`config.mk`:
```
export PLATFORM = sky130hd
export DESIGN_NAME = bitop_arbiter
export DESIGN_NICKNAME = d
export VERILOG_FILES = /design/src/rtl/bitop_arbiter.sv
export SDC_FILE = /design/constraint.sdc
export NUM_CORES = 1
export LEC_CHECK = 0
export CAP_MARGIN = 20
export CORE_MARGIN = 3
export CORE_UTILIZATION = 49
export DETAILED_ROUTE_END_ITERATION = 12
export HOLD_SLACK_MARGIN = 0.1
export PLACE_DENSITY = 0.81
export SLEW_MARGIN = 25
export SYNTH_ARGS = -nofsm -noshare
export SYNTH_HDL_FRONTEND = slang
export SYNTH_SLANG_ARGS = --single-unit
```
`constraint.sdc`:
```
create_clock -name clk -period 6.6 [get_ports clk]
set_input_delay 1.32 -clock clk [delete_from_list [all_inputs] [get_ports clk]]
set_output_delay 1.32 -clock clk [all_outputs]
set_load 0.02 [all_outputs]
```
`src/rtl/bitop_arbiter.sv`:
```
// Round-robin arbiter that owns a shared flag word and applies one get/set/clear/toggle per cycle.
// Each accepted op is answered through a single registered response slot that carries the pre-op bit value.
module bitop_arbiter #(
    parameter int NUM_INPUT = 8,
    parameter int NUM_REQ   = 4,
    parameter int POS_W     = $clog2(NUM_INPUT)
) (
    input  logic                       clk,
    input  logic                       rst,
    input  logic [NUM_REQ-1:0]         req_valid,
    output logic [NUM_REQ-1:0]         req_ready,
    input  logic [2*NUM_REQ-1:0]       req_op,
    input  logic [POS_W*NUM_REQ-1:0]   req_pos,
    output logic                       rsp_valid,
    input  logic                       rsp_ready,
    output logic [$clog2(NUM_REQ)-1:0] rsp_id,
    output logic                       rsp_value,
    output logic                       rsp_err,
    output logic [NUM_INPUT-1:0]       flags
);

    localparam int ID_W = $clog2(NUM_REQ);
    localparam logic [ID_W:0]  NUM_REQ_W = (ID_W+1)'(NUM_REQ);
    localparam logic [POS_W:0] POS_LIMIT = (POS_W+1)'(NUM_INPUT);

    typedef enum logic {
        SLOT_EMPTY,
        SLOT_FULL
    } slot_state_t;

    typedef enum logic [1:0] {
        OP_GET    = 2'b00,
        OP_SET    = 2'b01,
        OP_CLR    = 2'b10,
        OP_TOGGLE = 2'b11
    } op_t;

    slot_state_t            state;
    slot_state_t            state_next;
    logic [ID_W-1:0]        ptr;
    logic [2*NUM_REQ-1:0]   doubled;
    logic [NUM_REQ-1:0]     rotated;
    logic [ID_W-1:0]        offset;
    logic [ID_W:0]          sum;
    logic [ID_W-1:0]        winner;
    logic                   any_valid;
    logic                   can_accept;
    logic                   accept;
    op_t                    sel_op;
    logic [POS_W-1:0]       sel_pos;
    logic                   in_range;
    logic [NUM_INPUT-1:0]   mask;
    logic                   bit_before;
    logic [NUM_INPUT-1:0]   flags_next;

    // Rotate the request vector so the search always starts at bit 0, then map back by adding ptr.
    always_comb begin
        doubled = {req_valid, req_valid} >> ptr;
        rotated = doubled[NUM_REQ-1:0];
        offset  = '0;
        for (int k = NUM_REQ - 1; k >= 0; k--) begin
            if (rotated[k]) begin
                offset = ID_W'(k);
            end
        end
        sum = {1'b0, ptr} + {1'b0, offset};
        if (sum >= NUM_REQ_W) begin
            sum = sum - NUM_REQ_W;
        end
        winner    = sum[ID_W-1:0];
        any_valid = |req_valid;
    end

    // Slot FSM and the grant; reset suppresses any grant in its own cycle.
    always_comb begin
        state_next = state;
        can_accept = (state == SLOT_EMPTY) || rsp_ready;
        accept     = can_accept && any_valid && !rst;
        req_ready  = '0;
        for (int i = 0; i < NUM_REQ; i++) begin
            if (accept && (winner == ID_W'(i))) begin
                req_ready[i] = 1'b1;
            end
        end
        case (state)
            SLOT_EMPTY: begin
                if (accept) begin
                    state_next = SLOT_FULL;
                end
            end
            SLOT_FULL: begin
                if (accept) begin
                    state_next = SLOT_FULL;
                end else if (rsp_ready) begin
                    state_next = SLOT_EMPTY;
                end
            end
            default: state_next = SLOT_EMPTY;
        endcase
    end

    assign rsp_valid = (state == SLOT_FULL);

    // Select the winner's op and position, then compute the updated word.
    always_comb begin
        sel_op  = OP_GET;
        sel_pos = '0;
        for (int i = 0; i < NUM_REQ; i++) begin
            if (winner == ID_W'(i)) begin
                sel_op  = op_t'(req_op[2*i +: 2]);
                sel_pos = req_pos[POS_W*i +: POS_W];
            end
        end
        in_range   = ({1'b0, sel_pos} < POS_LIMIT);
        mask       = NUM_INPUT'(1) << sel_pos;
        bit_before = |(flags & mask);
        flags_next = flags;
        if (in_range) begin
            case (sel_op)
                OP_GET:    flags_next = flags;
                OP_SET:    flags_next = flags | mask;
                OP_CLR:    flags_next = flags & ~mask;
                OP_TOGGLE: flags_next = flags ^ mask;
                default:   flags_next = flags;
            endcase
        end
    end

    always_ff @(posedge clk) begin
        if (rst) begin
            state     <= SLOT_EMPTY;
            ptr       <= '0;
            flags     <= '0;
            rsp_id    <= '0;
            rsp_value <= 1'b0;
            rsp_err   <= 1'b0;
        end else begin
            state <= state_next;
            if (accept) begin
                flags     <= flags_next;
                rsp_id    <= winner;
                rsp_value <= in_range ? bit_before : 1'b0;
                rsp_err   <= !in_range;
                ptr       <= (winner == ID_W'(NUM_REQ - 1)) ? '0 : winner + 1'b1;
            end
        end
    end

endmodule

```
==> Word level (Yosys, flattened, before mapping) <==
Cells that the tools add are included.
{ "classes": {"addsub": 3, "n_lt_le_gt_ge": 1, "eq_ne": 6, "shifts": 2, "mux": 23, "bitwise_logic": 7, "n_reduce_logical": 13} }
{ "op_table": {"columns": ["operator", "count"], "rows": [
  ["8-bit one-hot mux with 3 select lines", 1],
  ["2-bit two-way mux", 10],
  ["8-bit AND", 2],
  ["3-bit two-way mux", 4],
  ["2-bit == test (second input constant)", 4],
  ["8-bit NOT", 1],
  ["8-bit bitwise OR", 1],
  ["8-bit OR reduction", 1],
  ["1-bit by 3-bit left shift with 8-bit output (first input constant)", 1],
  ["8-bit by 2-bit >> shifter with 4-bit output", 1],
  ["8-bit bitwise XOR", 1],
  ["1-bit two-way mux", 7],
  ["1-bit logical AND", 6],
  ["2-bit by 1-bit == test with 1-bit output (second input constant)", 2],
  ["2-bit logical NOT", 2],
  ["4-bit OR reduction", 1],
  ["2-bit by 2-bit adder with 3-bit output", 1],
  ["3-bit >= comparator (second input constant)", 1],
  ["2-bit by 1-bit adder with 2-bit output (second input constant)", 1],
  ["1-bit NOT", 2],
  ["1-bit one-hot mux with 2 select lines", 1],
  ["2-bit AND reduction", 1],
  ["2-bit by 1-bit subtractor with 2-bit output (second input constant)", 1],
  ["1-bit logical NOT", 1],
  ["1-bit logical OR", 1]
]} }
{ "totals": {"register_bits": 14, "in_bits": 27, "out_inout_bits": 17} }

==> Longest topological paths before layout <==
Gate-level depths: netlist (run 1).
{ "depth": {"ltp_word": 17, "mapped_depth": 17} }

==> Worst setup path after synthesis (run 1) <==
Ideal clock, no wire load.
{ "synth_path": {"path_kind": "input-to-reg", "start": "input req_valid[0]", "end": "register flags[5]", "setup_ns": 0.079, "t_arrival_ns": 4.411, "setup_slack_ns": 2.109, "stages": 15, "cell_sequence": "or4_1 > o221ai_1 > ha_1 > xnor2_1 > ha_1 > buf_6 > and2b_2 > a221oi_1 > nor3_1 > a21oi_1 > nand3_1 > ha_1 > mux2i_1 > a22o_1 > a211oi_2"} }
{ "synth_between": {"elab_chain_cells": 17} }
{ "synth_lines": {"columns": ["element", "line_no", "source"], "rows": [
  ["start, declared", "10", "input logic [NUM_REQ-1:0] req_valid,"],
  ["8-bit by 2-bit >> shifter with 4-bit output", "58", "doubled = {req_valid, req_valid} >> ptr;"],
  ["2-bit two-way mux (4 in a row)", "62", "if (rotated[k]) begin"],
  ["2-bit by 2-bit adder with 3-bit output", "66", "sum = {1'b0, ptr} + {1'b0, offset};"],
  ["3-bit >= comparator / 2-bit by 1-bit subtractor with 2-bit output (equally long branches)", "67, 68", null],
  ["2-bit two-way mux", "67", "if (sum >= NUM_REQ_W) begin"],
  ["2-bit logical NOT", "109", "if (winner == ID_W'(i)) begin"],
  ["3-bit two-way mux (4 in a row)", "109", null],
  ["1-bit by 3-bit left shift with 8-bit output", "115", "mask = NUM_INPUT'(1) << sel_pos;"],
  ["8-bit NOT", "122", "OP_CLR: flags_next = flags & ~mask;"],
  ["8-bit AND", "122", null],
  ["8-bit one-hot mux with 3 select lines", "119", "case (sel_op)"],
  ["end signal, assigned", "140", "flags <= flags_next;"],
  ["end, declared", "19", "output logic [NUM_INPUT-1:0] flags"]
]} }
Several ways; a longest one is shown, not always the timed one.
A chain may end at the register's enable or synchronous reset.

==> Worst setup path in the final report (run 1) <==
{ "layout_path": {"start": "input req_valid[1]", "end": "output req_ready[3]"} }
{ "layout_between": {"elab_chain_cells": 11} }
{ "layout_lines": {"columns": ["element", "line_no", "source"], "rows": [
  ["8-bit by 2-bit >> shifter with 4-bit output (*)", "58", null],
  ["2-bit two-way mux (3 in a row)", "62", null],
  ["2-bit two-way mux (*)", "62", null],
  ["2-bit by 2-bit adder with 3-bit output (*)", "66", null],
  ["3-bit >= comparator / 2-bit by 1-bit subtractor with 2-bit output (equally long branches)", "67, 68", null],
  ["2-bit two-way mux (*)", "67", null],
  ["via sum[1]", "44", "logic [ID_W:0] sum;"],
  ["2-bit == test (*)", "81", "if (accept && (winner == ID_W'(i))) begin"],
  ["1-bit logical AND (*)", "81", null],
  ["1-bit two-way mux (*)", "81", null],
  ["end, declared", "11", "output logic [NUM_REQ-1:0] req_ready,"]
]} }
The timed path passes the listed nets; every way through them passes the cells marked *.

==> out/results.txt, run 1 <==
Synth Register Bits -> 14
# hold bufs at CTS -> 0
most frequent cell after synthesis -> ha_1
Port Buffers -> 42
Avg Inst Size Synth -> 8.86 um^2
asr flop ratio synth -> 0%
FF+latch area -> 280 um^2
net count after synthesis -> 241
Max-Slew Margin vs Limit -> 48.4%
synthesized area -> 1640 um^2
placed cell area -> 2050 um^2
htree depth -> 1
CTS Buf Count -> 3
detailed-route via count -> 1482
Routed WL -> 3860 um
sequential-to-total area share from yosys stat -> 17.1%
Setup Buffers After CTS -> 0
total chip power -> 1.17 mW
Max-Cap Viols -> 0
CP endpoint kind -> output port
Logic pwr share -> 83.3%
Die H -> 63.8 um
Area contributors post-synth -> ha_1 22%, dfxtp_1 17%, mux2i_1 6.7%, a211oi_2 6.1%, a22o_1 4.3%
Sw Ratio -> 52.2%
share of the synthesized area in the top cell type -> 22.1%
slowest CP cell -> clkdlybuf4s50_1
startpoint class of the critical path -> primary input
Total GRT Usage -> 19.7%
Netlist cell types -> 41
clk_lat worst skew -> 280 ps
Leak -> 0.868 nW
crit path DAT -> 4170 ps
dpl cells -> 263
largest net degree at the start of global routing -> 18
crit path time final -> 5490 ps
Mapped Cells -> 185
Setup CP Type -> in -> out
Main synth FF type -> dfxtp_1
Power Dens Cells -> 563 nW/um^2
Cell Rows -> 20
total grt overflow -> 0
RePlAce Congestion -> 0.802
Inserted Diodes -> 0
Slew @ Worst Pin -> 771 ps
Final Hold Viols -> 0
DP HPWL -> 2910 um
drt wl/cell -> 14.5 um
final non-filler cell total -> 266
vias in the first global route -> 1395
switching power -> 610 uW
RSZ-0062 raised after global routing -> false
layout net count -> 280
Hold Path Origin -> rsp_id[1]$_SDFFE_PP0P_
Via density -> 5.57
Multi-input gate area -> 1240 um^2
Final Cell Area -> 2070 um^2
clock sink count -> 14
Buf+Inv Stages, Crit Path -> 3
1st-iter DRT viols -> 113
IO Pins -> 44
length of the first detailed-routing pass in iterations -> 4
area delta synth->final -> 26.6%
CTS tree -> yes
Final TNS setup -> 0 ps
EDFF count, synth -> 0
Max VDD drop -> 0.000270 V
CP required -> 5280 ps
post-synth top area cell -> ha_1
f_max -> 182 MHz
fin crit share -> 83.2%
CP peak stage delay -> 590 ps
DIE WIDTH -> 63.8 um
Int Power -> 557 uW
antenna viol nets, final -> 0
Core Area -> 3130 um^2
CP top delay family -> buffers and inverters
Max Buffers Root-to-Sink -> 2
PostCTS Resize Cnt -> 0
Max Slew Vio Count -> 0
DRC viols -> 0
register clock-pin slew on the reported worst setup and hold paths -> 80 ps
worst reg2reg startpoint -> ptr[0]$_SDFFE_PP0P_
CP cell instances -> clkdlybuf4s50_1, nor2_1, or4_1, o221ai_1, ha_1, xnor2_1, inv_1, ha_1, and2_1, clkdlybuf4s50_1
share of post-route cells with drive strength above 1 -> 10.8%
top cells by count, synth -> 29 x ha_1, 18 x nor2_1, 14 x dfxtp_1
initial antenna violation count -> 0
power share of the sequential group -> 12.5%
Clk pwr share -> 4.3%
initial core utilization -> 52.4%
clk_skew -> 7.05 ps
die area -> 4070 um^2
HP Class -> reg -> reg
first-pass GRT wire length -> 6490 um
CP Max Fanout -> 17
Crit. Startpoint -> req_valid[1]
Setup violations, final -> 0
# fillers -> 269
CTS root buf -> clkbuf_4
final core utilization -> 66.3%
outcome -> completed
Syn. warnings -> 0
## cells in the final DEF, fill, tap and decap left out, drive strengths merged, types with 4 or more instances in the layout
master	instances
a21oi	4
clkdlybuf4s50	42
dfxtp	14
inv	12
nor2b	6
nand3	9
ha	29
a22o	8
and2	4
mux2i	11
nor2	18
nor3	11
a211oi	12
a221oi	5
## final timing paths
check	cells past startpoint	to	slack (ps)
worst min register to register	2	rsp_id[1]$_SDFFE_PP0P_	480
worst max register to register	15	flags[6]$_SDFFE_PP0P_	2440
worst max-delay path	10	req_ready[3]	1110
worst min-delay path	2	rsp_id[1]$_SDFFE_PP0P_	480
## power by group through the flow
| stage | sequential, mW | combinational, mW | clock, mW |
|---|---|---|---|
| finish | 0.145 | 0.972 | 0.0500 |
| detailed placement | 0.147 | 0.963 | 0 |
| global placement | 0.146 | 0.939 | 0 |
| CTS | 0.145 | 0.970 | 0.0518 |
| global route | 0.151 | 1.07 | 0.0549 |
| floorplan | 0.165 | 0.755 | 0 |
## state kept, by name, indices dropped and copies added, names as in the netlist
name and count:
ptr 2, rsp_valid 1, flags 8, rsp_id 2, rsp_value 1
## metrics by stage
| step | setup slack (ps) | hold WS, ps |
|---|---|---|
| 2_1_floorplan | 2110 | 495 |
| 3_3_place_gp | 1130 | 475 |
| 3_5_place_dp | 999 | 475 |
| 4_1_cts | 1090 | 488 |
| 5_1_grt | 891 | 529 |
| 6_report | 1110 | 483 |
## cell type report
class | instances | area share, %
inverters | 12 | 2.17
well taps | 44 | 2.65
flip-flops and latches | 14 | 13.5
repair buffers | 44 | 21.0
multi-input cells | 149 | 59.6
clock buffers | 3 | 1.09
## logic make-up (layout without fill, tap and decap cells)
family / after synthesis / in the layout / share of synthesized area [%]
simple gates: 65 / 65 / 22.3
compound gates: 42 / 42 / 22.9
fa+ha+maj: 29 / 29 / 22.1
buf+inv: 22 / 59 / 8.09
flops: 14 / 14 / 17.1
mux: 11 / 11 / 6.72
other cells: 1 / 1 / 0.229
xor+xnor: 1 / 1 / 0.534
## routing by layer
layer | wire [um] | up-vias | track usage (%)
li1 | - | 745 | -
met1 | 1910 | 689 | 26.8
met2 | 1680 | 43 | 31.6
met3 | 230 | 5 | 3.51
met4 | 40 | 0 | 5.39
met5 | 0 | - | 0
## worst min-delay path: cells and delay by family, from the launching register on
family | cells | cell delay (ps)
flops | 1 | 320
mux | 1 | 60
simple gates | 1 | 60
Power figures use the tool's default switching activity.
==> run 2: changes to the inputs <==
CORE_UTILIZATION = 44   (was 49)
PLACE_DENSITY = 0.77   (was 0.81)
clock period = 4.59 ns   (was 6.6 ns; I/O delays follow)
==> out/results.txt, run 2 (synthesized netlist as in run 1, its figures left out) <==
Die H -> 67.0 um
CP required -> 3670 ps
Setup Buffers After CTS -> 0
Power Dens Cells -> 837 nW/um^2
clk_lat worst skew -> 240 ps
Leak -> 0.978 nW
f_max -> 226 MHz
Total GRT Usage -> 19.3%
Hold Path Origin -> rsp_id[1]$_SDFFE_PP0P_
initial antenna violation count -> 0
# hold bufs at CTS -> 0
most common cell after layout, fill and taps aside -> clkdlybuf4s50_1
Max-Cap Viols -> 0
CP endpoint kind -> output port
max reg flops -> 8
most frequent cells in the layout -> 40 x clkdlybuf4s50_1, 27 x ha_1, 18 x nor2_1
Setup violations, final -> 0
Final Hold Viols -> 0
area delta synth->final -> 36.4%
outcome -> completed
hold depth -> 2
Max VDD drop -> 0.000422 V
CTS root buf -> clkbuf_8
antenna viol nets, final -> 0
crit path DAT -> 3510 ps
CP Max Fanout -> 5
IO Pins -> 44
Final TNS setup -> 0 ps
initial core utilization -> 47.3%
1st-iter DRT viols -> 54
CTS tree -> yes
fin crit share -> 96.5%
register clock-pin slew on the reported worst setup and hold paths -> 60 ps
RePlAce Congestion -> 0.875
PostCTS Resize Cnt -> 0
layout net count -> 294
Final Cell Area -> 2240 um^2
clock sink count -> 14
RSZ-0062 raised after global routing -> true
# fillers -> 315
biggest regs -> flags x8, ptr x2, rsp_id x2
crit path time final -> 4430 ps
HP Class -> reg -> reg
first-pass GRT wire length -> 6760 um
Setup CP Type -> in -> out
largest net degree at the start of global routing -> 17
total grt overflow -> 0
Cell Rows -> 21
DP HPWL -> 3050 um
htree depth -> 1
die area -> 4490 um^2
share of post-route cells with drive strength above 1 -> 18.6%
vias in the first global route -> 1465
Core Area -> 3470 um^2
WHS Endpoint -> rsp_id[1]$_SDFFE_PP0P_
worst reg2reg startpoint -> ptr[0]$_SDFFE_PP0P_
Max Slew Vio Count -> 0
register with the most flip-flops -> flags
FF-to-FF setup slack -> 1030 ps
DRC viols -> 0
detailed-route via count -> 1530
length of the first detailed-routing pass in iterations -> 4
CTS Buf Count -> 3
Port Buffers -> 42
Inserted Diodes -> 0
RR Endpoint -> flags[5]$_SDFFE_PP0P_
Max Buffers Root-to-Sink -> 2
clk_skew -> 2.38 ps
DIE WIDTH -> 67.0 um
total chip power -> 1.87 mW
placed cell area -> 2150 um^2
Via density -> 5.43
startpoint class of the critical path -> primary input
Routed WL -> 4080 um
reg2reg path depth -> 15
drt wl/cell -> 14.5 um
run 2: cell count changes in the layout (fill, tap and decap cells not counted), moves of 2 or more:
cell,before,now
ha_1,29,27
dlymetal6s2s_1,0,2
a21o_1,3,1
a21o_2,0,2
buf_4,2,16
clkbuf_8,0,3
clkbuf_4,3,0
clkdlybuf4s50_1,42,40
run 2: area by class of cell:
| cell class | count | area, um^2 | area share (%) |
|---|---|---|---|
| sequential | 14 | 280 | 12.5 |
| clock buffer | 3 | 41.3 | 1.85 |
| tap | 46 | 57.6 | 2.57 |
| timing repair buffer | 58 | 546 | 24.4 |
| multi-input combinational | 149 | 1270 | 56.6 |
| inverter | 12 | 45.0 | 2.01 |
run 2: power breakdown:
| group | switching [mW] | internal [mW] | leakage [nW] | total (mW) |
|---|---|---|---|---|
| logic | 0.840 | 0.722 | 0.840 | 1.56 |
| clock network | 0.0427 | 0.0580 | 0.0216 | 0.101 |
| registers | 0.0483 | 0.161 | 0.116 | 0.209 |
| total | 0.931 | 0.941 | 0.978 | 1.87 |
run 2: worst max-delay path by stage:
| stage | from | cells past startpoint | to |
|---|---|---|---|
| after floorplan | req_valid[0] | 15 | flags[5]$_SDFFE_PP0P_ |
| after global placement | req_valid[0] | 16 | flags[5]$_SDFFE_PP0P_ |
| after detailed placement | req_valid[0] | 16 | flags[5]$_SDFFE_PP0P_ |
| after CTS | req_valid[0] | 10 | req_ready[1] |
| after global routing | req_valid[0] | 16 | flags[7]$_SDFFE_PP0P_ |
| final | req_valid[0] | 8 | req_ready[0] |
run 2: stage by stage:
step | setup slack (ps) | hold slack, ps | util, % | instances
floorplan | 501 | 495 | - | 185
global placement | -64.2 | 471 | 62.1 | 279
detailed placement | -129 | 479 | 62.1 | 279
CTS | 0.244 | 486 | 63.3 | 282
global route | -30.3 | 515 | 64.5 | 282
finish | 162 | 482 | 64.5 | 282
run 2: critical path, stage by stage:
cell	delay (ps)
clkdlybuf4s50_1	480
or2_2	330
a221oi_1	270
a22oi_1	150
xnor2_2	300
ha_1	310
and2_1	150
clkdlybuf4s50_1	590
run 2: layer usage:
layer  part of all wire, %  vias up  track usage (%)
li1                      -      774                -
met5                     0        -                0
met1                    46      693             26.9
met3                   7.6        7             3.04
met2                    45       56             30.3
met4                   1.3        0             5.82
==> run 3: changes to the inputs <==
clock period = 3.8 ns   (was 4.59 ns; I/O delays follow)
==> out/results.txt, run 3 (synthesized netlist as in run 1, its figures left out) <==
outcome -> completed
Die H -> 67.0 um
final core utilization -> 74.2%
# hold bufs at CTS -> 0
Routed WL -> 5140 um
Cell Rows -> 21
setup ws final -> 45.0 ps
Via density -> 5.53
CTS root buf -> clkbuf_8
first-pass GRT wire length -> 7730 um
most common cell after layout, fill and taps aside -> buf_4
Final Hold Viols -> 0
DIE WIDTH -> 67.0 um
detailed-route via count -> 1699
Max Buffers Root-to-Sink -> 2
layout net count -> 318
DP HPWL -> 3360 um
crit path time final -> 3760 ps
clk_lat worst skew -> 250 ps
Setup violations, final -> 0
fin crit share -> 98.8%
Setup WS pre-CTS -> -646 ps
drt wl/cell -> 16.7 um
DRC viols -> 0
HP Class -> reg -> reg
initial core utilization -> 47.3%
Total GRT Usage -> 22.5%
RePlAce Congestion -> 0.863
f_max -> 266 MHz
area delta synth->final -> 57.0%
WHS Endpoint -> rsp_id[1]$_SDFFE_PP0P_
Setup CP Type -> in -> reg
crit path DAT -> 3870 ps
hold depth -> 2
Inserted Diodes -> 0
CTS tree -> yes
share of post-route cells with drive strength above 1 -> 38.3%
RSZ-0062 raised after global routing -> true
Max-Cap Viols -> 0
Port Buffers -> 42
CP endpoint kind -> flip-flop
1st-iter DRT viols -> 85
WHS -> 494 ps
CP required -> 3910 ps
reg2reg path depth -> 17
CTS Buf Count -> 3
biggest regs -> flags x8, ptr x2, rsp_id x2
total grt overflow -> 0
largest net degree at the start of global routing -> 17
most frequent cells in the layout -> 36 x buf_4, 34 x clkdlybuf4s50_1, 21 x ha_1
IO Pins -> 44
length of the first detailed-routing pass in iterations -> 4
startpoint class of the critical path -> primary input
vias in the first global route -> 1635
max reg flops -> 8
initial antenna violation count -> 0
clk_skew -> 1.72 ps
register clock-pin slew on the reported worst setup and hold paths -> 60 ps
worst reg2reg startpoint -> ptr[0]$_SDFFE_PP0P_
die area -> 4490 um^2
antenna viol nets, final -> 0
Core Area -> 3470 um^2
Max Slew Vio Count -> 0
clock sink count -> 14
CP Max Fanout -> 6
Hold Path Origin -> rsp_id[1]$_SDFFE_PP0P_
register with the most flip-flops -> flags
RR Endpoint -> rsp_value$_SDFFE_PP0P_
FF-to-FF setup slack -> 210 ps
htree depth -> 1
run 3: cell count changes in the layout (fill, tap and decap cells not counted), moves of 4 or more:
cell             previous run  this run
buf_4                      16        36
nand3_1                     9         2
clkdlybuf4s50_1            40        34
ha_1                       27        21
nand3_2                     0         6
nor3_1                     11         6
nor3_2                      0         5
clkbuf_2                    0         4
ha_2                        1         5
run 3: what timing repair did:
item	in CTS	in global routing
pin swaps	3	9
endpoints found under the setup margin	13	11
resized for setup	27	25
setup buffers	4	1
run 3: layer usage:
metal / global-route usage (%) / up-vias / part of all wire (%)
li1: - / 822 / -
met1: 29.6 / 807 / 46
met2: 37.7 / 61 / 47
met3: 2.70 / 9 / 5.2
met4: 7.09 / 0 / 1.5
met5: 0 / - / 0
run 3: cell type report:
type                            instances  area, um^2
Multi-Input combinational cell        149        1420
Fill cell                             245         895
Timing Repair Buffer                   82         721
Sequential cell                        14         280
Tap cell                               46        57.6
Clock buffer                            4        55.1
Inverter                               12        45.0
run 3: stage by stage:
| stage | std cells | TNS [ps] | instance area (um^2) |
|---|---|---|---|
| floorplan | 185 | 0 | 1650 |
| global placement | 298 | -5460 | 2330 |
| detailed placement | 298 | -7330 | 2330 |
| CTS | 306 | 0 | 2490 |
| global route | 307 | -185 | 2570 |
| finish | 307 | 0 | 2570 |
run 3: how the worst max path moves through the flow:
| stage | startpoint | endpoint | slack [ps] | depth (start not counted) |
|---|---|---|---|---|
| after global placement | req_valid[0] | flags[0]$_SDFFE_PP0P_ | -510 | 17 |
| after CTS | req_valid[0] | flags[1]$_SDFFE_PP0P_ | 20 | 16 |
| final | req_valid[0] | rsp_value$_SDFFE_PP0P_ | 40 | 16 |
| after global routing | req_valid[0] | rsp_value$_SDFFE_PP0P_ | -80 | 15 |
| after floorplan | req_valid[0] | flags[5]$_SDFFE_PP0P_ | 6 | 15 |
| after detailed placement | req_valid[0] | flags[1]$_SDFFE_PP0P_ | -650 | 17 |
run 3: worst max-delay path, stage by stage:
cell	delay, ps
clkbuf_2	120
or4_4	510
o221ai_2	80
ha_2	230
xnor2_2	130
ha_2	250
buf_4	120
buf_4	100
a221oi_2	50
nor3_2	230
a21o_1	290
buf_4	180
nor3_1	40
ha_1	180
nor4_1	420
a311oi_1	160
Power of run 3 is left out: the tool's default activity adds up to more than one toggle a clock period on the data nets, which glitch-free logic cannot reach.
